[src/rtl/cint_call_sequencer.sv]
// cint_call_sequencer: XPT micro-step counter, interrupt request latching/arbitration
// and CINT0_CALL entry. Optional macro CINT_IRQ_EDGE_EN selects rising-edge request latching.
module cint_call_sequencer #(
  parameter int unsigned NIRQ       = 4,
  parameter int unsigned START_STEP = 6,
  parameter int unsigned LAST_STEP  = 18,
  localparam int unsigned VW        = (NIRQ > 1) ? $clog2(NIRQ) : 1
) (
  input  logic            clk,
  input  logic            rst,
  input  logic [NIRQ-1:0] irq,
  input  logic            mask_we,
  input  logic [NIRQ-1:0] mask_din,
  input  logic            step_ready,
  input  logic            reset_xpt,
  input  logic            reti,
  output logic [4:0]      XPT,
  output logic [4:0]      notXPT,
  output logic            notCINT0_CALL,
  output logic [VW-1:0]   cint_vec,
  output logic            CM1,
  output logic [NIRQ-1:0] pending,
  output logic            overrun
);

  localparam logic [4:0] W_START = 5'(START_STEP);
  localparam logic [4:0] W_LAST  = 5'(LAST_STEP);

  typedef enum logic {ST_RUN, ST_CALL} state_t;

  state_t          r_state, w_state_nx;
  logic [4:0]      r_xpt, w_xpt_nx;
  logic [4:0]      r_nxpt;
  logic            r_ncall, w_ncall_nx;
  logic [VW-1:0]   r_vec, w_vec_nx;
  logic            r_cm1, w_cm1_nx;
  logic [NIRQ-1:0] r_pend, w_pend_nx;
  logic [NIRQ-1:0] r_mask;
  logic            r_ovr, w_ovr_nx;
  logic [NIRQ-1:0] w_set, w_clr, w_cand;
  logic [VW-1:0]   w_idx;
  logic            w_any, w_exit;

`ifdef CINT_IRQ_EDGE_EN
  logic [NIRQ-1:0] r_irq_d;

  always_ff @(posedge clk) begin
    if (rst) r_irq_d <= '0;
    else     r_irq_d <= irq;
  end

  assign w_set = irq & ~r_irq_d;
`else
  assign w_set = irq;
`endif

  assign w_cand = r_pend & ~r_mask;

  // Fixed priority: lowest set index wins.
  always_comb begin
    w_idx = '0;
    w_any = 1'b0;
    for (int unsigned i = 0; i < NIRQ; i++) begin
      if (w_cand[i] && !w_any) begin
        w_idx = VW'(i);
        w_any = 1'b1;
      end
    end
  end

  always_comb begin
    w_state_nx = r_state;
    w_xpt_nx   = r_xpt;
    w_ncall_nx = r_ncall;
    w_vec_nx   = r_vec;
    w_cm1_nx   = r_cm1;
    w_ovr_nx   = r_ovr;
    w_clr      = '0;
    w_exit     = 1'b0;
    case (r_state)
      ST_RUN: begin
        if (reset_xpt) begin
          if (w_any && !r_cm1) begin
            w_state_nx = ST_CALL;
            w_xpt_nx   = W_START;
            w_vec_nx   = w_idx;
            w_ncall_nx = 1'b0;
          end else begin
            w_xpt_nx = '0;
          end
        end else if (step_ready) begin
          w_xpt_nx = r_xpt + 5'd1;
        end
      end
      ST_CALL: begin
        if (reset_xpt) begin
          w_exit     = 1'b1;
          w_state_nx = ST_RUN;
          w_xpt_nx   = '0;
          w_ncall_nx = 1'b1;
          w_clr      = NIRQ'(1) << r_vec;
          w_cm1_nx   = 1'b1;
        end else if (step_ready) begin
          // Watchdog: stepping beyond the last legal step aborts the call.
          if (r_xpt >= W_LAST) begin
            w_ovr_nx   = 1'b1;
            w_xpt_nx   = '0;
            w_ncall_nx = 1'b1;
            w_state_nx = ST_RUN;
          end else begin
            w_xpt_nx = r_xpt + 5'd1;
          end
        end
      end
      default: w_state_nx = ST_RUN;
    endcase
    if (reti && !w_exit) w_cm1_nx = 1'b0;
    w_pend_nx = (r_pend | w_set) & ~w_clr;
  end

  always_ff @(posedge clk) begin
    if (rst) begin
      r_state <= ST_RUN;
      r_xpt   <= '0;
      r_nxpt  <= '1;
      r_ncall <= 1'b1;
      r_vec   <= '0;
      r_cm1   <= 1'b0;
      r_pend  <= '0;
      r_mask  <= '1;
      r_ovr   <= 1'b0;
    end else begin
      r_state <= w_state_nx;
      r_xpt   <= w_xpt_nx;
      r_nxpt  <= ~w_xpt_nx;
      r_ncall <= w_ncall_nx;
      r_vec   <= w_vec_nx;
      r_cm1   <= w_cm1_nx;
      r_pend  <= w_pend_nx;
      if (mask_we) r_mask <= mask_din;
      r_ovr   <= w_ovr_nx;
    end
  end

  assign XPT           = r_xpt;
  assign notXPT        = r_nxpt;
  assign notCINT0_CALL = r_ncall;
  assign cint_vec      = r_vec;
  assign CM1           = r_cm1;
  assign pending       = r_pend;
  assign overrun       = r_ovr;

endmodule

[config.mk]
export PLATFORM = sky130hd
export DESIGN_NAME = cint_call_sequencer
export DESIGN_NICKNAME = d
export VERILOG_FILES = /design/src/rtl/cint_call_sequencer.sv
export SDC_FILE = /design/constraint.sdc
export NUM_CORES = 1
export LEC_CHECK = 0
export ABC_AREA = 0
export BUFFER_PORTS_ARGS = -buffer_cell sky130_fd_sc_hd__buf_4
export CAP_MARGIN = 20
export CORE_ASPECT_RATIO = 0.75
export CORE_UTILIZATION = 48
export CTS_CLUSTER_DIAMETER = 80
export DETAILED_ROUTE_END_ITERATION = 16
export MAX_ROUTING_LAYER = met4
export PLACE_DENSITY = 0.84
export SLEW_MARGIN = 20
export SYNTH_ARGS = -nofsm -noshare
export SYNTH_HDL_FRONTEND = slang
export SYNTH_SLANG_ARGS = --single-unit
[constraint.sdc]
create_clock -name clk -period 2.2 [get_ports clk]
set_clock_uncertainty 0.15 [all_clocks]
set_input_delay 0.11 -clock clk [delete_from_list [all_inputs] [get_ports clk]]
set_output_delay 0.11 -clock clk [all_outputs]
set_load 0.01 [all_outputs]
==> results of run 1 <==
[cells in the final DEF, fill, tap and decap left out, drive strengths merged, types with 2 or more instances in the layout]
master	Yosys	layout
inv	4	4
nor3	3	3
buf	3	32
a211oi	3	3
nor2	8	8
a21oi	5	5
a21o	2	2
o21bai	2	2
a211o	5	5
nor2b	8	8
nand2b	4	4
dlygate4sd3	0	17
or3	4	4
o21ai	2	2
dfxtp	24	24
xor2	2	2
nand4	2	2
o31a	2	2
ha	2	2
clkbuf	1	4
[worst reg2reg max path: stages, from the launching register on]
cell	delay (ns)
dfxtp_2	0.39
inv_1	0.05
ha_1	0.22
nor4_4	0.28
o21bai_4	0.17
nor3_1	0.19
dlygate4sd3_1	0.57
[where the power goes]
group          internal (W)  switching (W)
Combinational     0.0000950      0.0000664
Sequential         0.000459      0.0000226
Clock              0.000101       0.000129
[final cells by class]
cell class | count | area [sq um] | area share
clock buffer | 4 | 36.3 | 0.0249
sequential | 24 | 482 | 0.330
timing repair buffer | 49 | 410 | 0.281
inverter | 4 | 15.0 | 0.0103
tap | 22 | 27.5 | 0.0189
multi-input combinational | 65 | 489 | 0.335
[stage by stage]
step,cell area (sq um),cells,hold slack [ns]
after global routing,1460,168,0.0187
after global placement,1240,147,0.164
after floorplan,1000,97,0.0586
after detailed placement,1240,147,0.168
after CTS,1450,168,0.000226
final,1460,168,0.00693
[state kept, by name, summed over array words and instances, names as in the netlist]
register / count
XPT: 5
r_mask: 4
pending: 4
r_state: 1
cint_vec: 2
notCINT0_CALL: 1
overrun: 1
CM1: 1
notXPT: 5
[cell families (layout without fill, tap and decap cells)]
group | after synthesis | count (layout) | synth area share
AND/OR/NAND/NOR | 34 | 34 | 0.212
AO/OA/AOI/OAI | 26 | 26 | 0.218
buffers and inverters | 8 | 57 | 0.0387
XOR/XNOR | 3 | 3 | 0.0263
adder cells (fa/ha/maj) | 2 | 2 | 0.0250
flip-flops | 24 | 24 | 0.480
[per-layer routing]
metal,share of wire,track usage,wire length [um],vias up
met5,0,-,0,-
met2,0.48,0.369,1170,26
met3,0.049,0.0769,118,4
met4,0.0095,0.0615,23,0
li1,-,-,-,443
met1,0.46,0.323,1110,413
[what timing repair did]
item,in CTS,in global routing
endpoints found under the hold margin,20,0
hold buffers,17,0
setup endpoints to repair,0,1
gates resized for setup,0,2
[path summary, 6_finish.rpt]
path,start,endpoint,depth (start not counted)
setup / recovery,XPT[0]$_SDFF_PP0_,XPT[0]$_SDFF_PP0_,6
hold / removal,step_ready,XPT[1]$_SDFF_PP0_,3
setup reg to reg,XPT[0]$_SDFF_PP0_,XPT[0]$_SDFF_PP0_,6
hold reg to reg,overrun$_SDFFE_PP0P_,overrun$_SDFFE_PP0P_,2
==> flow_metrics.env, run 1 <==
export IMPL_rsz0062_at_grt="false"
export IMPL_max_stage_delay_ns=0.57
export IMPL_grt_antenna_before_repair=0
export IMPL_critPathLaunchType="register"
export IMPL_wirelength_mm=2.42
export IMPL_cts_buffers_inserted=3
export IMPL_firstDrtPassIters=4
export IMPL_ir_worst_vdd_mv=0.588
export IMPL_hold_path_class="primary input to register"
export IMPL_finalPower_w=0.000873
export IMPL_grt_max_degree=14
export IMPL_cts_root_buf="clkbuf_4"
export IMPL_ys_seq_area_frac=0.480
export IMPL_cts_sinks=24
export IMPL_drtIter0Drc=15
export IMPL_post_synth_top_count_cell="dfxtp_1"
export IMPL_status="complete, no violations"
export IMPL_coreArea_sq_um=1840
export IMPL_clk_path_buf_depth=2
export IMPL_initial_utilization=0.545
export IMPL_crit_type="register to register"
export IMPL_port_buffers=32
export IMPL_synth_distinct_cells=34
export IMPL_syn_nets=113
export IMPL_dieArea_sq_um=2270
export IMPL_timing_final_crit_share=0.945
export IMPL_die_x_um=54.7
export IMPL_overflow=0
export IMPL_synth_edf_count=0
export IMPL_die_y_um=41.5
export IMPL_max_slew_worst_pin_slew_ns=0.456
export IMPL_grt_pass1_wl_mm=3.90
export IMPL_final_core_utilization=0.794
export IMPL_total_leakage_power_nw=0.610
export IMPL_syn_avg_cell_area_sq_um=10.3
export IMPL_finalWorstSetupSlack_ns=0.122
export IMPL_crit_fanout=12
export IMPL_worstPathRequired_ns=2.31
export IMPL_post_drt_wl_per_cell_um=14.4
export IMPL_crit_chain="inv_1 > ha_1 > nor4_4 > o21bai_4 > nor3_1 > dlygate4sd3_1"
export IMPL_setup_tns_final_ns=0
export IMPL_post_place_ws_ns=0.318
export IMPL_syn_area_sq_um=1000
export IMPL_synth_area_top_cells="dfxtp_1, nor2b_1, a211o_1, nor2_1, o41ai_4"
export IMPL_postCtsSetupRepairBufs=0
export IMPL_maxCapViolations=0
export IMPL_clk_latency_ns=0.32
export IMPL_nets=163
export IMPL_vias_per_cell=5.27
export IMPL_nFillCells=112
export IMPL_clkTransAtPathRegs_ns=0.12
export IMPL_ys_top_cells_by_count="dfxtp_1, nor2_1, nor2b_1"
export IMPL_dp_hpwl_mm=1.60
export IMPL_synth_top_area_share=0.480
export IMPL_end_kind="register"
export IMPL_yosysTopAreaCell="dfxtp_1"
export IMPL_yosys_warnings=0
export IMPL_crit_buf_inv=2
export IMPL_power_density_nw_per_um2=598
export IMPL_grt_pass1_vias=820
export IMPL_slew_headroom=0.695
export IMPL_crit_family="buffers and inverters"
export IMPL_synth_async_reset_ratio=0
export IMPL_num_antenna_cells=0
export IMPL_grtUsageTotal=0.248
export IMPL_setup_viol=0
export IMPL_crit_arrival_ns=2.19
export IMPL_slew_violations=0
export IMPL_synth_flop_cell="dfxtp_1"
export IMPL_io_pins=33
export IMPL_slowest_stage="dlygate4sd3_1"
export IMPL_gp_congestion=0.877
export IMPL_cts_tree="yes"
export IMPL_hold_viol=0
export IMPL_num_vias=886
export IMPL_ys_ff_latch=24
export IMPL_max_freq_mhz=481
export IMPL_ff2ff_setup_slack_ns=0.12
export IMPL_drive_above_1_share=0.322
export IMPL_num_rows=13
export IMPL_ant_nets=0
export IMPL_drc=0
export IMPL_h_tree_depth=1
export IMPL_synthCells=97
export IMPL_final_min_clock_period_ns=2.08
export IMPL_area_delta_synth_final_pct=45.9
Note: power is estimated with default switching activity, not from simulation.
==> run 2, diff against run 1 <==
--- a/config.mk
+++ b/config.mk
@@ -9,11 +9,11 @@
 export BUFFER_PORTS_ARGS = -buffer_cell sky130_fd_sc_hd__buf_4
 export CAP_MARGIN = 20
 export CORE_ASPECT_RATIO = 0.75
-export CORE_UTILIZATION = 48
+export CORE_UTILIZATION = 27
 export CTS_CLUSTER_DIAMETER = 80
 export DETAILED_ROUTE_END_ITERATION = 16
 export MAX_ROUTING_LAYER = met4
-export PLACE_DENSITY = 0.84
+export PLACE_DENSITY = 0.56
 export SLEW_MARGIN = 20
 export SYNTH_ARGS = -nofsm -noshare
 export SYNTH_HDL_FRONTEND = slang
==> run 2 against run 1 <==
Compared with the run above:
- clock power increased by 26%
- maximum frequency is 8.4% higher
- core utilization down 36 points
- largest cell class unchanged
- via count is 2.6% lower
- largest power group unchanged
- cell area is 1.0% higher
- count of clock-buffer cells in the layout is the same
- critical path depth is 1 lower
- critical endpoint is now notXPT[0]$_SDFF_PP1_
- combinational power down 5%
==> flow_metrics.env, run 2 (synthesis gave the netlist of run 1 again) <==
export IMPL_maxCapViolations=0
export IMPL_max_stage_delay_ns=0.48
export IMPL_firstDrtPassIters=4
export IMPL_drive_above_1_share=0.322
export IMPL_dieArea_sq_um=3960
export IMPL_io_pins=33
export IMPL_ant_nets=0
export IMPL_area_delta_synth_final_pct=47.4
export IMPL_post_place_ws_ns=0.276
export IMPL_port_buffers=32
export IMPL_die_y_um=54.7
export IMPL_crit_arrival_ns=1.91
export IMPL_grt_pass1_wl_mm=3.76
export IMPL_dp_hpwl_mm=1.64
export IMPL_num_vias=863
export IMPL_num_antenna_cells=0
export IMPL_status="complete, no violations"
export IMPL_h_tree_depth=1
export IMPL_initial_utilization=0.292
export IMPL_worstPathRequired_ns=2.19
export IMPL_grt_max_degree=14
export IMPL_hold_path_class="primary input to register"
export IMPL_finalWorstSetupSlack_ns=0.283
export IMPL_postCtsSetupRepairBufs=0
export IMPL_max_slew_worst_pin_slew_ns=0.455
export IMPL_drc=0
export IMPL_slew_headroom=0.696
export IMPL_drtIter0Drc=49
export IMPL_cts_root_buf="clkbuf_8"
export IMPL_clkTransAtPathRegs_ns=0.08
export IMPL_nFillCells=375
export IMPL_crit_fanout=12
export IMPL_final_min_clock_period_ns=1.92
export IMPL_cts_sinks=24
export IMPL_rsz0062_at_grt="false"
export IMPL_total_leakage_power_nw=0.601
export IMPL_slew_violations=0
export IMPL_slowest_stage="or3_2"
export IMPL_cts_hold_buffers=14
export IMPL_timing_final_crit_share=0.871
export IMPL_gp_congestion=0.723
export IMPL_layout_cells_most_common="buf_4"
export IMPL_wirelength_mm=2.35
export IMPL_clk_latency_ns=0.26
export IMPL_end_kind="register"
export IMPL_die_x_um=72.3
export IMPL_clk_path_buf_depth=2
export IMPL_setup_viol=0
export IMPL_crit_chain="inv_1 > ha_1 > nor4_4 > o21bai_2 > or3_2"
export IMPL_grtUsageTotal=0.132
export IMPL_max_freq_mhz=522
export IMPL_finalPower_w=0.000923
export IMPL_hold_viol=0
export IMPL_overflow=0
export IMPL_crit_buf_inv=1
export IMPL_grt_antenna_before_repair=0
export IMPL_power_density_nw_per_um2=626
export IMPL_ir_worst_vdd_mv=0.222
export IMPL_cts_buffers_inserted=3
export IMPL_critPathLaunchType="register"
export IMPL_cts_tree="yes"
export IMPL_vias_per_cell=4.47
export IMPL_post_drt_wl_per_cell_um=12.2
export IMPL_grt_pass1_vias=838
export IMPL_crit_type="register to register"
export IMPL_nets=160
export IMPL_num_rows=18
export IMPL_layout_common_cells="buf_4, dfxtp_1, dlygate4sd3_1"
export IMPL_crit_family="simple AND/OR/NAND/NOR gates"
export IMPL_setup_tns_final_ns=0
export IMPL_final_core_utilization=0.431
export IMPL_coreArea_sq_um=3420
export IMPL_cts_resized_gates=0
==> run 2: changes by cell type in the layout (fill, tap and decap cells not counted) <==
cell | previous run | this run
clkbuf_8 | 1 | 4
dfxtp_2 | 1 | 0
dlygate4sd3_1 | 17 | 14
dfxtp_1 | 23 | 24
o21bai_2 | 0 | 1
clkbuf_4 | 3 | 0
o21bai_4 | 1 | 0
==> run 2: per-layer routing <==
layer,vias up,global-route usage,wire length [um]
met5,-,-,0
met4,0,0.0229,20
met3,2,0.0331,96
met2,23,0.229,1130
met1,401,0.160,1100
li1,437,-,-
==> run 2: tightest hold or removal path, stage by stage <==
cell and delay (ns):
buf_4 0.08, nor2_1 0.03, nor2_1 0.07, o31a_1 0.12
==> run 2: path summary, 6_finish.rpt <==
check	from	end	slack [ns]	cells past startpoint
setup / recovery	XPT[0]$_SDFF_PP0_	notXPT[0]$_SDFF_PP1_	0.28	5
hold / removal	irq[3]	pending[3]$_SDFF_PP0_	0.03	4
setup reg to reg	XPT[0]$_SDFF_PP0_	notXPT[0]$_SDFF_PP1_	0.28	5
hold reg to reg	overrun$_SDFFE_PP0P_	overrun$_SDFFE_PP0P_	0.30	2
==> run 2: per-stage QoR <==
stage	instances	hold slack, ns	area, sq um
after global placement	175	0.167	1280
after detailed placement	175	0.171	1280
after CTS	193	0.0170	1480
after global routing	193	0.0394	1480
after floorplan	97	0.0586	1000
final	193	0.0280	1480
==> run 2: cell type report <==
class | instances | area (sq um) | area share
multi-input combinational | 65 | 482 | 0.327
clock buffer | 4 | 55.1 | 0.0373
sequential | 24 | 480 | 0.326
timing repair buffer | 46 | 380 | 0.258
inverter | 4 | 15.0 | 0.0102
tap | 50 | 62.6 | 0.0424
==> run 2: where the power goes <==
group          total (W)  internal (W)  switching [W]
Clock           0.000290      0.000159       0.000131
Combinational   0.000153     0.0000900      0.0000627
Sequential      0.000480      0.000458      0.0000219
==> run 3, diff against run 2 <==
--- a/config.mk
+++ b/config.mk
@@ -9,6 +9,7 @@
 export BUFFER_PORTS_ARGS = -buffer_cell sky130_fd_sc_hd__buf_4
 export CAP_MARGIN = 20
 export CORE_ASPECT_RATIO = 0.75
+export CORE_MARGIN = 3
 export CORE_UTILIZATION = 27
 export CTS_CLUSTER_DIAMETER = 80
 export DETAILED_ROUTE_END_ITERATION = 16
==> run 3 against run 2 <==
Compared with the run above:
- die area is 13% higher
- global-route usage decreased by 2.1 points
- core utilization did not move
- cell area unchanged
- critical path depth stayed put
- total power increased by 0.46%
- routed wire length down 3.8%
- final cell count unchanged
- maximum frequency decreased by 1.3%
- setup slack worse by 0.024 ns
- first-iteration DRC count is 57% lower
- non-clock buffer count stayed put
- largest power group unchanged
==> flow_metrics.env, run 3 (synthesis gave the netlist of run 1 again) <==
export IMPL_gp_congestion=0.853
export IMPL_die_y_um=58.7
export IMPL_grtUsageTotal=0.111
export IMPL_post_drt_wl_per_cell_um=11.7
export IMPL_slew_headroom=0.693
export IMPL_num_antenna_cells=0
export IMPL_drtIter0Drc=21
export IMPL_setup_viol=0
export IMPL_power_density_nw_per_um2=629
export IMPL_num_rows=18
export IMPL_crit_fanout=12
export IMPL_hold_viol=0
export IMPL_firstDrtPassIters=4
export IMPL_nets=160
export IMPL_overflow=0
export IMPL_ant_nets=0
export IMPL_die_x_um=76.3
export IMPL_crit_type="register to register"
export IMPL_grt_max_degree=14
export IMPL_max_slew_worst_pin_slew_ns=0.459
export IMPL_drc=0
export IMPL_dp_hpwl_mm=1.69
export IMPL_postCtsSetupRepairBufs=0
export IMPL_grt_pass1_wl_mm=3.82
export IMPL_grt_antenna_before_repair=0
export IMPL_finalWorstSetupSlack_ns=0.259
export IMPL_area_delta_synth_final_pct=47.4
export IMPL_wirelength_mm=2.26
export IMPL_crit_buf_inv=1
export IMPL_slowest_stage="or3_2"
export IMPL_layout_cells_most_common="buf_4"
export IMPL_critPathLaunchType="register"
export IMPL_initial_utilization=0.292
export IMPL_end_kind="register"
export IMPL_crit_arrival_ns=1.93
export IMPL_final_min_clock_period_ns=1.94
export IMPL_layout_common_cells="buf_4, dfxtp_1, dlygate4sd3_1"
export IMPL_ff2ff_setup_slack_ns=0.26
export IMPL_coreArea_sq_um=3420
export IMPL_h_tree_depth=1
export IMPL_total_leakage_power_nw=0.601
export IMPL_dieArea_sq_um=4480
export IMPL_clkTransAtPathRegs_ns=0.08
export IMPL_post_place_ws_ns=0.271
export IMPL_slew_violations=0
export IMPL_grt_pass1_vias=829
export IMPL_vias_per_cell=4.37
export IMPL_timing_final_crit_share=0.882
export IMPL_worstPathRequired_ns=2.19
export IMPL_maxCapViolations=0
export IMPL_setup_tns_final_ns=0
export IMPL_cts_resized_gates=0
export IMPL_ir_worst_vdd_mv=0.240
export IMPL_crit_chain="inv_1 > ha_1 > nor4_4 > o21bai_2 > or3_2"
export IMPL_drive_above_1_share=0.322
export IMPL_rsz0062_at_grt="false"
export IMPL_max_freq_mhz=515
export IMPL_cts_root_buf="clkbuf_8"
export IMPL_port_buffers=32
export IMPL_cts_sinks=24
export IMPL_clk_path_buf_depth=2
export IMPL_crit_family="simple AND/OR/NAND/NOR gates"
export IMPL_max_stage_delay_ns=0.48
export IMPL_hold_path_class="primary input to register"
export IMPL_cts_tree="yes"
export IMPL_io_pins=33
export IMPL_clk_latency_ns=0.27
export IMPL_cts_buffers_inserted=3
export IMPL_status="complete, no violations"
export IMPL_nFillCells=359
export IMPL_num_vias=843
## run 3: timing repair
action | 4_1_cts | 5_1_grt
hold endpoints to repair | 16 | 0
endpoints found under the setup margin | 0 | 0
hold buffers | 14 | 0
## run 3: worst register-to-register path, stage by stage (launching register included)
cell	delay, ns
dfxtp_1	0.42
inv_1	0.07
ha_1	0.24
nor4_4	0.25
o21bai_2	0.21
or3_2	0.48
## run 3: metrics by stage
stage / hold slack, ns / power [W] / cells / util / cell area [sq um]
finish: 0.0368 / 0.000927 / 193 / 0.431 / 1480
global route: 0.0499 / 0.000973 / 193 / 0.431 / 1480
CTS: 0.0379 / 0.000935 / 193 / 0.431 / 1480
detailed placement: 0.171 / 0.000624 / 175 / 0.374 / 1280
global placement: 0.167 / 0.000620 / 175 / 0.374 / 1280
floorplan: 0.0586 / 0.000563 / 97 / - / 1000
## run 3: routing by layer
metal / vias up / global-route usage / wire [um]
met5: - / - / 0
met4: 0 / 0.0310 / 23
met3: 2 / 0.0306 / 97
met2: 20 / 0.175 / 1010
met1: 382 / 0.142 / 1120
li1: 439 / - / -
## run 3: path summary, 6_finish.rpt
check                             from               endpoint  cells past startpoint
setup / recovery     XPT[0]$_SDFF_PP0_   notXPT[0]$_SDFF_PP1_                      5
hold / removal                  irq[3]  pending[3]$_SDFF_PP0_                      4
setup reg to reg     XPT[0]$_SDFF_PP0_   notXPT[0]$_SDFF_PP1_                      5
hold reg to reg   overrun$_SDFFE_PP0P_   overrun$_SDFFE_PP0P_                      2
## run 3: where the power goes
group	leakage, nW	internal, W	switching, W
clock	0.0288	0.000160	0.000135
combinational	0.375	0.0000901	0.0000626
sequential	0.197	0.000458	0.0000219
total	0.601	0.000708	0.000219
## run 3: final cells by class
type / instances / area, sq um / share of cell area
clock buffer: 4 / 55.1 / 0.0373
inverter: 4 / 15.0 / 0.0102
multi-input combinational: 65 / 482 / 0.327
sequential: 24 / 480 / 0.326
tap: 50 / 62.6 / 0.0424
timing repair buffer: 46 / 380 / 0.258
